## config.mk

```make
export PLATFORM = sky130hd
export DESIGN_NAME = ahb_slave_if_flat
export DESIGN_NICKNAME = d
export VERILOG_FILES = /design/src/rtl/ahb_slave_if_if.sv /design/src/rtl/ahb_slave_if.sv /design/src/flat_wrapper.sv
export SDC_FILE = /design/constraint.sdc
export NUM_CORES = 1
export LEC_CHECK = 0
export ABC_AREA = 1
export BUFFER_PORTS_ARGS = -buffer_cell sky130_fd_sc_hd__buf_2
export CAP_MARGIN = 10
export CORE_MARGIN = 2
export CORE_UTILIZATION = 45
export DETAILED_ROUTE_END_ITERATION = 7
export PLACE_DENSITY = 0.78
export SETUP_SLACK_MARGIN = 0.3
export SYNTH_ARGS = -nofsm -noshare
export SYNTH_HDL_FRONTEND = slang
export SYNTH_SLANG_ARGS = --single-unit
```

## constraint.sdc

```tcl
create_clock -name Hclk -period 2.6 [get_ports Hclk]
set_input_delay 0.52 -clock Hclk [delete_from_list [all_inputs] [get_ports Hclk]]
set_output_delay 0.52 -clock Hclk [all_outputs]
set_load 0.03 [all_outputs]
```

## src/rtl/ahb_slave_if_if.sv

```systemverilog
// AHB-lite slave port plus downstream request/ack channel, grouped as one bundle.
// The slave modport is the bridge side; master covers the AHB master and the peripheral.
interface ahb_slave_if_if;
    localparam int unsigned ADDR_W = 32;
    localparam int unsigned DATA_W = 32;
    localparam int unsigned SEL_W  = 3;
    localparam int unsigned CNT_W  = 8;

    // AHB side
    logic              Hwrite;
    logic              Hreadyin;
    logic [1:0]        Htrans;
    logic [ADDR_W-1:0] Haddr;
    logic [DATA_W-1:0] Hwdata;
    logic              Hreadyout;
    logic [1:0]        Hresp;
    logic [DATA_W-1:0] Hrdata;

    // downstream request side
    logic              req_valid;
    logic              req_write;
    logic [ADDR_W-1:0] req_addr;
    logic [DATA_W-1:0] req_wdata;
    logic [SEL_W-1:0]  req_sel;
    logic              req_ack;
    logic [DATA_W-1:0] ack_rdata;
    logic [CNT_W-1:0]  err_cnt;

    modport slave (
        input  Hwrite, Hreadyin, Htrans, Haddr, Hwdata, req_ack, ack_rdata,
        output Hreadyout, Hresp, Hrdata, req_valid, req_write, req_addr,
               req_wdata, req_sel, err_cnt
    );

    modport master (
        output Hwrite, Hreadyin, Htrans, Haddr, Hwdata, req_ack, ack_rdata,
        input  Hreadyout, Hresp, Hrdata, req_valid, req_write, req_addr,
               req_wdata, req_sel, err_cnt
    );
endinterface

```

## src/rtl/ahb_slave_if.sv

```systemverilog
// AHB-lite slave bridge: decodes three 64 MB windows, forwards each transfer as a
// single downstream request and answers unmapped addresses with a two-cycle ERROR.
module ahb_slave_if (
    input  logic          Hclk,
    input  logic          Hresetn,
    ahb_slave_if_if.slave bus
);
    localparam int unsigned ADDR_W = 32;
    localparam int unsigned DATA_W = 32;
    localparam int unsigned SEL_W  = 3;
    localparam int unsigned CNT_W  = 8;

    localparam logic [1:0]       RESP_OKAY  = 2'b00;
    localparam logic [1:0]       RESP_ERROR = 2'b01;
    localparam logic [CNT_W-1:0] CNT_MAX    = '1;

    typedef enum logic [2:0] {
        ST_IDLE = 3'd0,
        ST_CAPT = 3'd1,
        ST_REQ  = 3'd2,
        ST_RESP = 3'd3,
        ST_ERR1 = 3'd4,
        ST_ERR2 = 3'd5
    } state_t;

    state_t            state;
    state_t            state_nxt;

    logic              hready_q;
    logic              hready_nxt;
    logic [1:0]        hresp_q;
    logic [1:0]        hresp_nxt;
    logic              valid_q;
    logic              valid_nxt;

    logic [ADDR_W-1:0] addr_q;
    logic              write_q;
    logic [SEL_W-1:0]  sel_q;
    logic [DATA_W-1:0] wdata_q;
    logic [DATA_W-1:0] hrdata_q;
    logic [CNT_W-1:0]  err_q;

    logic [SEL_W-1:0]  sel_c;
    logic              mapped_c;
    logic              accept_c;
    logic              unused_trans;

    // Htrans[0] only separates NONSEQ from SEQ, which the bridge treats alike.
    assign unused_trans = bus.Htrans[0];

    // Windows are 64 MB aligned, so the top six address bits select the peripheral.
    always_comb begin
        sel_c = '0;
        case (bus.Haddr[ADDR_W-1:ADDR_W-6])
            6'h20:   sel_c = 3'b001;
            6'h21:   sel_c = 3'b010;
            6'h22:   sel_c = 3'b100;
            default: sel_c = '0;
        endcase
    end

    assign mapped_c = |sel_c;

    // Only IDLE and RESP present an open address phase; ERR2 drives ready but drops it.
    assign accept_c = hready_q && bus.Hreadyin && bus.Htrans[1] &&
                      ((state == ST_IDLE) || (state == ST_RESP));

    // State register, with the Moore outputs registered alongside it.
    always_ff @(posedge Hclk or negedge Hresetn) begin
        if (!Hresetn) begin
            state    <= ST_IDLE;
            hready_q <= 1'b1;
            hresp_q  <= RESP_OKAY;
            valid_q  <= 1'b0;
        end else begin
            state    <= state_nxt;
            hready_q <= hready_nxt;
            hresp_q  <= hresp_nxt;
            valid_q  <= valid_nxt;
        end
    end

    // Next-state logic.
    always_comb begin
        state_nxt = state;
        case (state)
            ST_IDLE, ST_RESP: begin
                if (accept_c) state_nxt = mapped_c ? ST_CAPT : ST_ERR1;
                else          state_nxt = ST_IDLE;
            end
            ST_CAPT: state_nxt = ST_REQ;
            ST_REQ:  if (bus.req_ack) state_nxt = ST_RESP;
            ST_ERR1: state_nxt = ST_ERR2;
            ST_ERR2: state_nxt = ST_IDLE;
            default: state_nxt = ST_IDLE;
        endcase
    end

    // Output decode of the upcoming state so the registered outputs line up with it.
    always_comb begin
        hready_nxt = 1'b1;
        hresp_nxt  = RESP_OKAY;
        valid_nxt  = 1'b0;
        case (state_nxt)
            ST_CAPT: hready_nxt = 1'b0;
            ST_REQ: begin
                hready_nxt = 1'b0;
                valid_nxt  = 1'b1;
            end
            ST_ERR1: begin
                hready_nxt = 1'b0;
                hresp_nxt  = RESP_ERROR;
            end
            ST_ERR2: hresp_nxt = RESP_ERROR;
            default: begin
                hready_nxt = 1'b1;
                hresp_nxt  = RESP_OKAY;
            end
        endcase
    end

    // Request payload and read data; payload only moves on acceptance or in CAPT.
    always_ff @(posedge Hclk or negedge Hresetn) begin
        if (!Hresetn) begin
            addr_q   <= '0;
            write_q  <= 1'b0;
            sel_q    <= '0;
            wdata_q  <= '0;
            hrdata_q <= '0;
        end else begin
            if (accept_c && mapped_c) begin
                addr_q  <= bus.Haddr;
                write_q <= bus.Hwrite;
                sel_q   <= sel_c;
            end
            if ((state == ST_CAPT) && write_q) begin
                wdata_q <= bus.Hwdata;
            end
            if ((state == ST_REQ) && bus.req_ack && !write_q) begin
                hrdata_q <= bus.ack_rdata;
            end
        end
    end

    // Error counter bumps on the edge that enters ERR1 and sticks at its maximum.
    always_ff @(posedge Hclk or negedge Hresetn) begin
        if (!Hresetn) begin
            err_q <= '0;
        end else if (accept_c && !mapped_c && (err_q != CNT_MAX)) begin
            err_q <= CNT_W'(err_q + CNT_W'(1));
        end
    end

    assign bus.Hreadyout = hready_q;
    assign bus.Hresp     = hresp_q;
    assign bus.Hrdata    = hrdata_q;
    assign bus.req_valid = valid_q;
    assign bus.req_write = write_q;
    assign bus.req_addr  = addr_q;
    assign bus.req_wdata = wdata_q;
    assign bus.req_sel   = sel_q;
    assign bus.err_cnt   = err_q;

endmodule

```

## src/flat_wrapper.sv

```systemverilog
// flat-port wrapper written by rule: the top's interface ports become plain ports
module ahb_slave_if_flat 
  (Hclk, Hresetn, bus_Hwrite, bus_Hreadyin, bus_Htrans, bus_Haddr, bus_Hwdata, bus_req_ack, bus_ack_rdata, bus_Hreadyout, bus_Hresp, bus_Hrdata, bus_req_valid, bus_req_write, bus_req_addr, bus_req_wdata, bus_req_sel, bus_err_cnt);
  ahb_slave_if_if bus_i ();
  input  logic Hclk;
  input  logic Hresetn;
  input wire logic [$bits(bus_i.Hwrite)-1:0] bus_Hwrite;
  input wire logic [$bits(bus_i.Hreadyin)-1:0] bus_Hreadyin;
  input wire logic [$bits(bus_i.Htrans)-1:0] bus_Htrans;
  input wire logic [$bits(bus_i.Haddr)-1:0] bus_Haddr;
  input wire logic [$bits(bus_i.Hwdata)-1:0] bus_Hwdata;
  input wire logic [$bits(bus_i.req_ack)-1:0] bus_req_ack;
  input wire logic [$bits(bus_i.ack_rdata)-1:0] bus_ack_rdata;
  output wire logic [$bits(bus_i.Hreadyout)-1:0] bus_Hreadyout;
  output wire logic [$bits(bus_i.Hresp)-1:0] bus_Hresp;
  output wire logic [$bits(bus_i.Hrdata)-1:0] bus_Hrdata;
  output wire logic [$bits(bus_i.req_valid)-1:0] bus_req_valid;
  output wire logic [$bits(bus_i.req_write)-1:0] bus_req_write;
  output wire logic [$bits(bus_i.req_addr)-1:0] bus_req_addr;
  output wire logic [$bits(bus_i.req_wdata)-1:0] bus_req_wdata;
  output wire logic [$bits(bus_i.req_sel)-1:0] bus_req_sel;
  output wire logic [$bits(bus_i.err_cnt)-1:0] bus_err_cnt;
  assign bus_i.Hwrite = bus_Hwrite;
  assign bus_i.Hreadyin = bus_Hreadyin;
  assign bus_i.Htrans = bus_Htrans;
  assign bus_i.Haddr = bus_Haddr;
  assign bus_i.Hwdata = bus_Hwdata;
  assign bus_i.req_ack = bus_req_ack;
  assign bus_i.ack_rdata = bus_ack_rdata;
  assign bus_Hreadyout = bus_i.Hreadyout;
  assign bus_Hresp = bus_i.Hresp;
  assign bus_Hrdata = bus_i.Hrdata;
  assign bus_req_valid = bus_i.req_valid;
  assign bus_req_write = bus_i.req_write;
  assign bus_req_addr = bus_i.req_addr;
  assign bus_req_wdata = bus_i.req_wdata;
  assign bus_req_sel = bus_i.req_sel;
  assign bus_err_cnt = bus_i.err_cnt;
  ahb_slave_if u_core (.Hclk(Hclk), .Hresetn(Hresetn), .bus(bus_i));
endmodule
```

### After elaboration in Yosys (flattened, before gate mapping)

Index checks and enable logic that the tools add are counted.

| word-level totals | value |
|---|---|
| flip-flop bits (word level) | 114 |
| output and inout port bits | 112 |
| input port bits | 103 |
| logic and storage cells | 48 |

| operators by class | value |
|---|---|
| mux-type cells | 8 |
| reductions and logical operators | 17 |
| add/subtract/negate cells | 1 |
| equal/unequal tests | 12 |

Operators by type and width:

| cell | count |
|---|---|
| 6-bit equality test, second input constant | 3 |
| 3-bit one-hot mux with 4 select lines | 1 |
| 3-bit by 2-bit equality test with 1-bit output, second input constant | 3 |
| 3-bit equality test, second input constant | 3 |
| 1-bit logical AND | 9 |
| 3-bit two-way mux | 3 |
| 3-bit one-hot mux with 3 select lines | 1 |
| 8-bit by 1-bit adder with 8-bit output, second input constant | 1 |
| 8-bit inequality test, second input constant | 1 |
| 3-bit by 1-bit equality test with 1-bit output, second input constant | 2 |
| 3-bit OR reduction | 2 |
| 2-bit OR reduction | 2 |
| 3-bit logical NOT | 1 |
| 1-bit two-way mux | 3 |
| 1-bit logical NOT | 2 |
| 1-bit logical OR | 1 |

### Longest topological paths before layout

| logic depth | value |
|---|---|
| word-level depth | 9 |
| depth in mapped cells | 9 |

### Worst setup path before layout

OpenSTA, ideal clock, no wires.

| timing path | value |
|---|---|
| path type | register -> register |
| start | reg u_core.err_q[0], in the netlist u_core.bus.err_cnt[0] |
| end | reg u_core.err_q[0], in the netlist u_core.bus.err_cnt[0] |
| library setup time | 0.117 ns |
| stages on the path, launching flop included | 9 |
| arrival time | 1.414 ns |
| required time | 2.483 ns |
| clock period less this slack | 1.532 ns |
| setup slack | 1.068 ns |
| path through | dfrtp_1 > ha_1 > inv_1 > nor2_1 > nand2_1 > nand3_2 > inv_2 > nand2_1 > nand2_1 |

| between the ends | value |
|---|---|
| longest elaborated chain between the ends | 2 |
| elaborated cells between the ends (all ways) | 3 |
| those cells by class | add/sub: 1; eq/ne: 1; reduce/logical: 1 |

Ends and longest elaborated chain:

| element | RTL line | source |
|---|---|---|
| start: declaration | ahb_slave_if.sv:41 | `logic [CNT_W-1:0] err_q;` |
| start signal: assignment | ahb_slave_if.sv:150 | `err_q <= CNT_W'(err_q + CNT_W'(1));` |
| branches (longest 2 deep; another with 8-bit by 1-bit adder with 8-bit output) | -- |  |

Several ways; the timed one is not identified.
A chain may end at the register's enable or synchronous reset.

### Worst setup path in the final report

| timing path | value |
|---|---|
| start | reg u_core.hready_q, in the netlist u_core.bus.Hreadyout |
| end | out bus_Hreadyout |

RTL lines:

| element | RTL line | source |
|---|---|---|
| start: declaration | ahb_slave_if.sv:29 | `logic hready_q;` |
| start signal: assignment | ahb_slave_if.sv:77 | `hready_q <= hready_nxt;` |
| end: declaration | flat_wrapper.sv:14 | `output wire logic [$bits(bus_i.Hreadyout)-1:0] bus_Hreadyout;` |

No word-level cell between the ends.

==> impl_results.html <==
<table>
<tr><th>Metric</th><th>Value</th></tr>
<tr><th colspan="2">Run status</th></tr>
<tr><td>Status</td><td>finished, final reports clean</td></tr>
<tr><th colspan="2">Critical path</th></tr>
<tr><td>FF-to-FF Start</td><td>u_core.state[0]$_DFF_PN0_</td></tr>
<tr><td>Endpoint required time on the critical path</td><td>2.08 ns</td></tr>
<tr><td>CP arrival</td><td>1.22 ns</td></tr>
<tr><td>Slowest cell delay on critical path</td><td>0.53 ns</td></tr>
<tr><td>Critical path class</td><td>flop to output port</td></tr>
<tr><td>Worst Setup Start Kind</td><td>flop</td></tr>
<tr><td>Start point of the critical path</td><td>u_core.bus.Hreadyout$_DFF_PN1_</td></tr>
<tr><td>Slowest CP cell</td><td>dfstp_2</td></tr>
<tr><td>Count of buffering cells on the critical path with inverters included</td><td>1</td></tr>
<tr><td>Crit-path leading delay family</td><td>flip-flops</td></tr>
<tr><td>Largest fanout on the critical path</td><td>2</td></tr>
<tr><td>Worst-path cell chain</td><td>buf_2</td></tr>
<tr><td>Kind of capture point of the worst setup path</td><td>output port</td></tr>
<tr><th colspan="2">Yosys</th></tr>
<tr><td>Number of warnings reported in the yosys synthesis log</td><td>0</td></tr>
<tr><td>Post-synth EDFFs</td><td>0</td></tr>
<tr><td>Post-synth net total</td><td>636</td></tr>
<tr><td>Most instantiated flip-flop cell in the synthesis netlist</td><td>dfrtp_1</td></tr>
<tr><td>Mapped cell area</td><td>4630 µm²</td></tr>
<tr><td>Largest cells by area after synthesis</td><td>dfrtp_1 (61%), nand2_1 (18%), inv_1 (4.8%)</td></tr>
<tr><td>Mapped Avg Cell Area</td><td>8.71 µm²</td></tr>
<tr><td>Share of synthesized registers carrying an async set or reset</td><td>100%</td></tr>
<tr><td>Fraction of synthesized cell area taken by the top area cell type</td><td>61.0%</td></tr>
<tr><td>Number of distinct library cells after synthesis</td><td>25</td></tr>
<tr><td>Largest area contributor in the netlist</td><td>dfrtp_1</td></tr>
<tr><td>Post-Synthesis Cells</td><td>532</td></tr>
<tr><td>Flop and latch count out of synthesis</td><td>114</td></tr>
<tr><td>Sequential area share after synthesis</td><td>61.6%</td></tr>
<tr><th colspan="2">GRT</th></tr>
<tr><td>Met2 GRT Util</td><td>36.1%</td></tr>
<tr><td>Most utilized layer in the global route result</td><td>met2</td></tr>
<tr><td>Global Route met3 Usage</td><td>6.68%</td></tr>
<tr><td>Total overflow reported by the global router</td><td>0</td></tr>
<tr><td>Vias in the first global route</td><td>4,220</td></tr>
<tr><td>Largest net degree at the start of global routing</td><td>65</td></tr>
<tr><td>Global-route wire length before repair</td><td>19,100 µm</td></tr>
<tr><td>GRT Total Usage</td><td>21.5%</td></tr>
<tr><td>Met1 capacity usage during global routing</td><td>25.5%</td></tr>
<tr><td>Antenna violations before repair</td><td>0</td></tr>
<tr><th colspan="2">Final layout</th></tr>
<tr><td>Fill cell count</td><td>860</td></tr>
<tr><td>Synth-to-layout area growth</td><td>39.5%</td></tr>
<tr><td>Seq. cell area</td><td>2850 µm²</td></tr>
<tr><td>Final layout net count</td><td>851</td></tr>
<tr><td>Non-filler instance count after layout</td><td>896</td></tr>
<tr><td>Number of diodes</td><td>0</td></tr>
<tr><td>Ratio of cells with drive above 1 in the final layout</td><td>34.1%</td></tr>
<tr><td>Multi-input gate area</td><td>1410 µm²</td></tr>
<tr><th colspan="2">Clock tree</th></tr>
<tr><td>Number of CTS-inserted buffers</td><td>17</td></tr>
<tr><td>CTS sink count</td><td>114</td></tr>
<tr><td>Master cell of the clock root buffer</td><td>clkbuf_8</td></tr>
<tr><td>Clock slew seen by the registers of the worst setup and hold paths</td><td>0.05 ns</td></tr>
<tr><td>Post-CTS setup repair buffer count</td><td>0</td></tr>
<tr><td>Worst skew pair latency</td><td>0.50 ns</td></tr>
<tr><td>Number of buffers inserted by hold repair at cts</td><td>0</td></tr>
<tr><td>CTS tree</td><td>done</td></tr>
<tr><td>Post-CTS resize count</td><td>0</td></tr>
<tr><td>Number of H-tree levels</td><td>4</td></tr>
<tr><td>Buffer depth of the longest clock path</td><td>2</td></tr>
<tr><th colspan="2">Power</th></tr>
<tr><td>Areal power density over the cells</td><td>1370 nW/µm²</td></tr>
<tr><td>Leakage Power</td><td>3.94 nW</td></tr>
<tr><td>Fraction of power consumed by the clock network</td><td>29.0%</td></tr>
<tr><td>Internal power</td><td>5.24 mW</td></tr>
<tr><td>Part of the total power dissipated in sequential elements</td><td>32.8%</td></tr>
<tr><td>Net switching power figure</td><td>3.63 mW</td></tr>
<tr><td>Fraction of power consumed by combinational cells</td><td>38.1%</td></tr>
<tr><td>Maximum vdd ir drop</td><td>0.665 mV</td></tr>
<tr><td>Switching share of power</td><td>40.9%</td></tr>
<tr><td>Power consumption</td><td>8.88 mW</td></tr>
<tr><th colspan="2">Timing</th></tr>
<tr><td>Share of the cycle needed by the critical path after routing</td><td>66.9%</td></tr>
<tr><td>Fin. Hold Viols</td><td>0</td></tr>
<tr><td>Actual transition at the worst max-transition pin</td><td>1.05 ns</td></tr>
<tr><td>Final Slew Violations</td><td>0</td></tr>
<tr><td>Count of final setup violators</td><td>0</td></tr>
<tr><td>Setup repair after global routing missed its margin</td><td>no</td></tr>
<tr><td>Clock period minus worst slack</td><td>1.74 ns</td></tr>
<tr><td>Setup TNS</td><td>0 ns</td></tr>
<tr><td>Worst max-slew margin expressed relative to the limit</td><td>30.1%</td></tr>
<tr><td>Setup clock skew after layout</td><td>0.00816 ns</td></tr>
<tr><td>Maximum frequency from static timing analysis</td><td>575 MHz</td></tr>
<tr><th colspan="2">Flow run</th></tr>
<tr><td>Max Cap Viol</td><td>0</td></tr>
<tr><th colspan="2">Place</th></tr>
<tr><td>Global placement routability congestion</td><td>0.823</td></tr>
<tr><td>Placed cell count</td><td>864</td></tr>
<tr><td>Buffers on Ports</td><td>212</td></tr>
<tr><td>Detailed placer's ending HPWL</td><td>7970 µm</td></tr>
<tr><th colspan="2">Die</th></tr>
<tr><td>Placement row count</td><td>37</td></tr>
<tr><td>Die boundary height</td><td>105 µm</td></tr>
<tr><td>Total Die Area</td><td>11,100 µm²</td></tr>
<tr><td>Overall die width</td><td>105 µm</td></tr>
<tr><td>Std-Cell Core Area</td><td>10,100 µm²</td></tr>
<tr><td>Number of top-level pins</td><td>215</td></tr>
<tr><td>Initial core utilization</td><td>45.7%</td></tr>
<tr><th colspan="2">Routing</th></tr>
<tr><td>Via density</td><td>4.64</td></tr>
<tr><td>Final WL</td><td>11,300 µm</td></tr>
<tr><td>Via count</td><td>4,157</td></tr>
<tr><td>Routed len/inst</td><td>12.7 µm</td></tr>
<tr><td>Antenna viol nets, final</td><td>0</td></tr>
<tr><td>Iter 0 DRT Violations</td><td>285</td></tr>
<tr><td>Number of design rule violations left after detail routing</td><td>0</td></tr>
<tr><td>TritonRoute pass-1 iters</td><td>4</td></tr>
<tr><th colspan="2">Hold path</th></tr>
<tr><td>Path type of the worst min-delay path</td><td>input port to asynchronous set/reset pin</td></tr>
</table>
[per-layer routing]
layer,share of wire [%],vias to the layer above
met4,1.7,0
met5,0,-
met3,7.6,19
li1,-,2050
met2,50,163
met1,41,1925
[final timing paths]
| kind | endpoint | slack (ns) | depth (start not counted) |
|---|---|---|---|
| hold / removal | u_core.bus.Hrdata[22]$_DFFE_PN0P_ | 0.04 | 1 |
| max in group asynchronous | u_core.bus.Hreadyout$_DFF_PN1_ | 1.86 | 2 |
| setup reg to reg | u_core.bus.Hrdata[31]$_DFFE_PN0P_ | 0.86 | 6 |
| hold reg to reg | u_core.bus.Hrdata[8]$_DFFE_PN0P_ | 0.47 | 2 |
| setup / recovery | bus_Hreadyout | 0.86 | 1 |
| min in group Hclk | u_core.bus.req_addr[18]$_DFFE_PN0N_ | 0.21 | 3 |
[cells by family after synthesis]
logic type,share of synthesized area [%]
xor gates and xnor gates,0.567
AOI/OAI and AO/OA,4.21
and+or+nand+nor,25.4
buffers and inverters,7.89
DFF,61.6
other,0.0809
adders and majority gates,0.270
[synth_stat cells, drive strengths merged (2+ instances only)]
cell and n:
buf 14, clkbuf 9, dfrtp 113, inv 61, nand2 229, nand3 39
nand4 5, nor2 14, o21ai 39, xor2 2
[cell usage in the layout, fill, tap and decap left out, types with 3 or more instances in the layout]
cell type	count
inv_1	59
buf_4	7
nand3_1	38
nand4_1	4
clkbuf_8	4
buf_2	211
bufinv_16	6
nor2_1	12
dfrtp_1	113
nand2_1	227
clkbuf_16	16
o21ai_0	39
clkinv_2	3
[state kept, by name (all words and copies together) (netlist names)]
register	count
u_core.bus.req_valid	1
u_core.state	3
u_core.bus.req_sel	3
u_core.bus.req_wdata	32
u_core.bus.req_write	1
u_core.bus.req_addr	32
u_core.bus.Hrdata	32
u_core.bus.Hresp	1
u_core.bus.err_cnt	8
u_core.bus.Hreadyout	1
[layout make-up]
class / instances / share of cell area, %
clock inverters: 10 / 3.14
flip-flops and latches: 114 / 44.1
clock buffers: 22 / 7.16
inverters: 62 / 3.60
repair buffers: 219 / 17.5
multi-input cells: 333 / 21.9
well taps: 136 / 2.63
[power groups by stage]
stage	registers [mW]	clock network, mW	logic, mW
after floorplan	4.30	0	0.903
after global placement	2.88	0	3.32
after detailed placement	2.92	0	3.42
after CTS	2.91	2.62	3.42
after global routing	3.00	2.73	3.68
final	2.91	2.58	3.38
[stage by stage]
stage                     hold WS (ns)  setup WS (ns)  util [%]  cell area, µm²
after floorplan                  0.224           1.07         -            4630
after global placement           0.448          0.841      57.2            5800
after detailed placement         0.449          0.711      57.2            5800
after CTS                       0.0408          0.830      63.8            6460
after global routing            0.0670          0.622      63.8            6460
final                           0.0390          0.861      63.8            6460
Note: power is estimated with default switching activity, not from simulation.
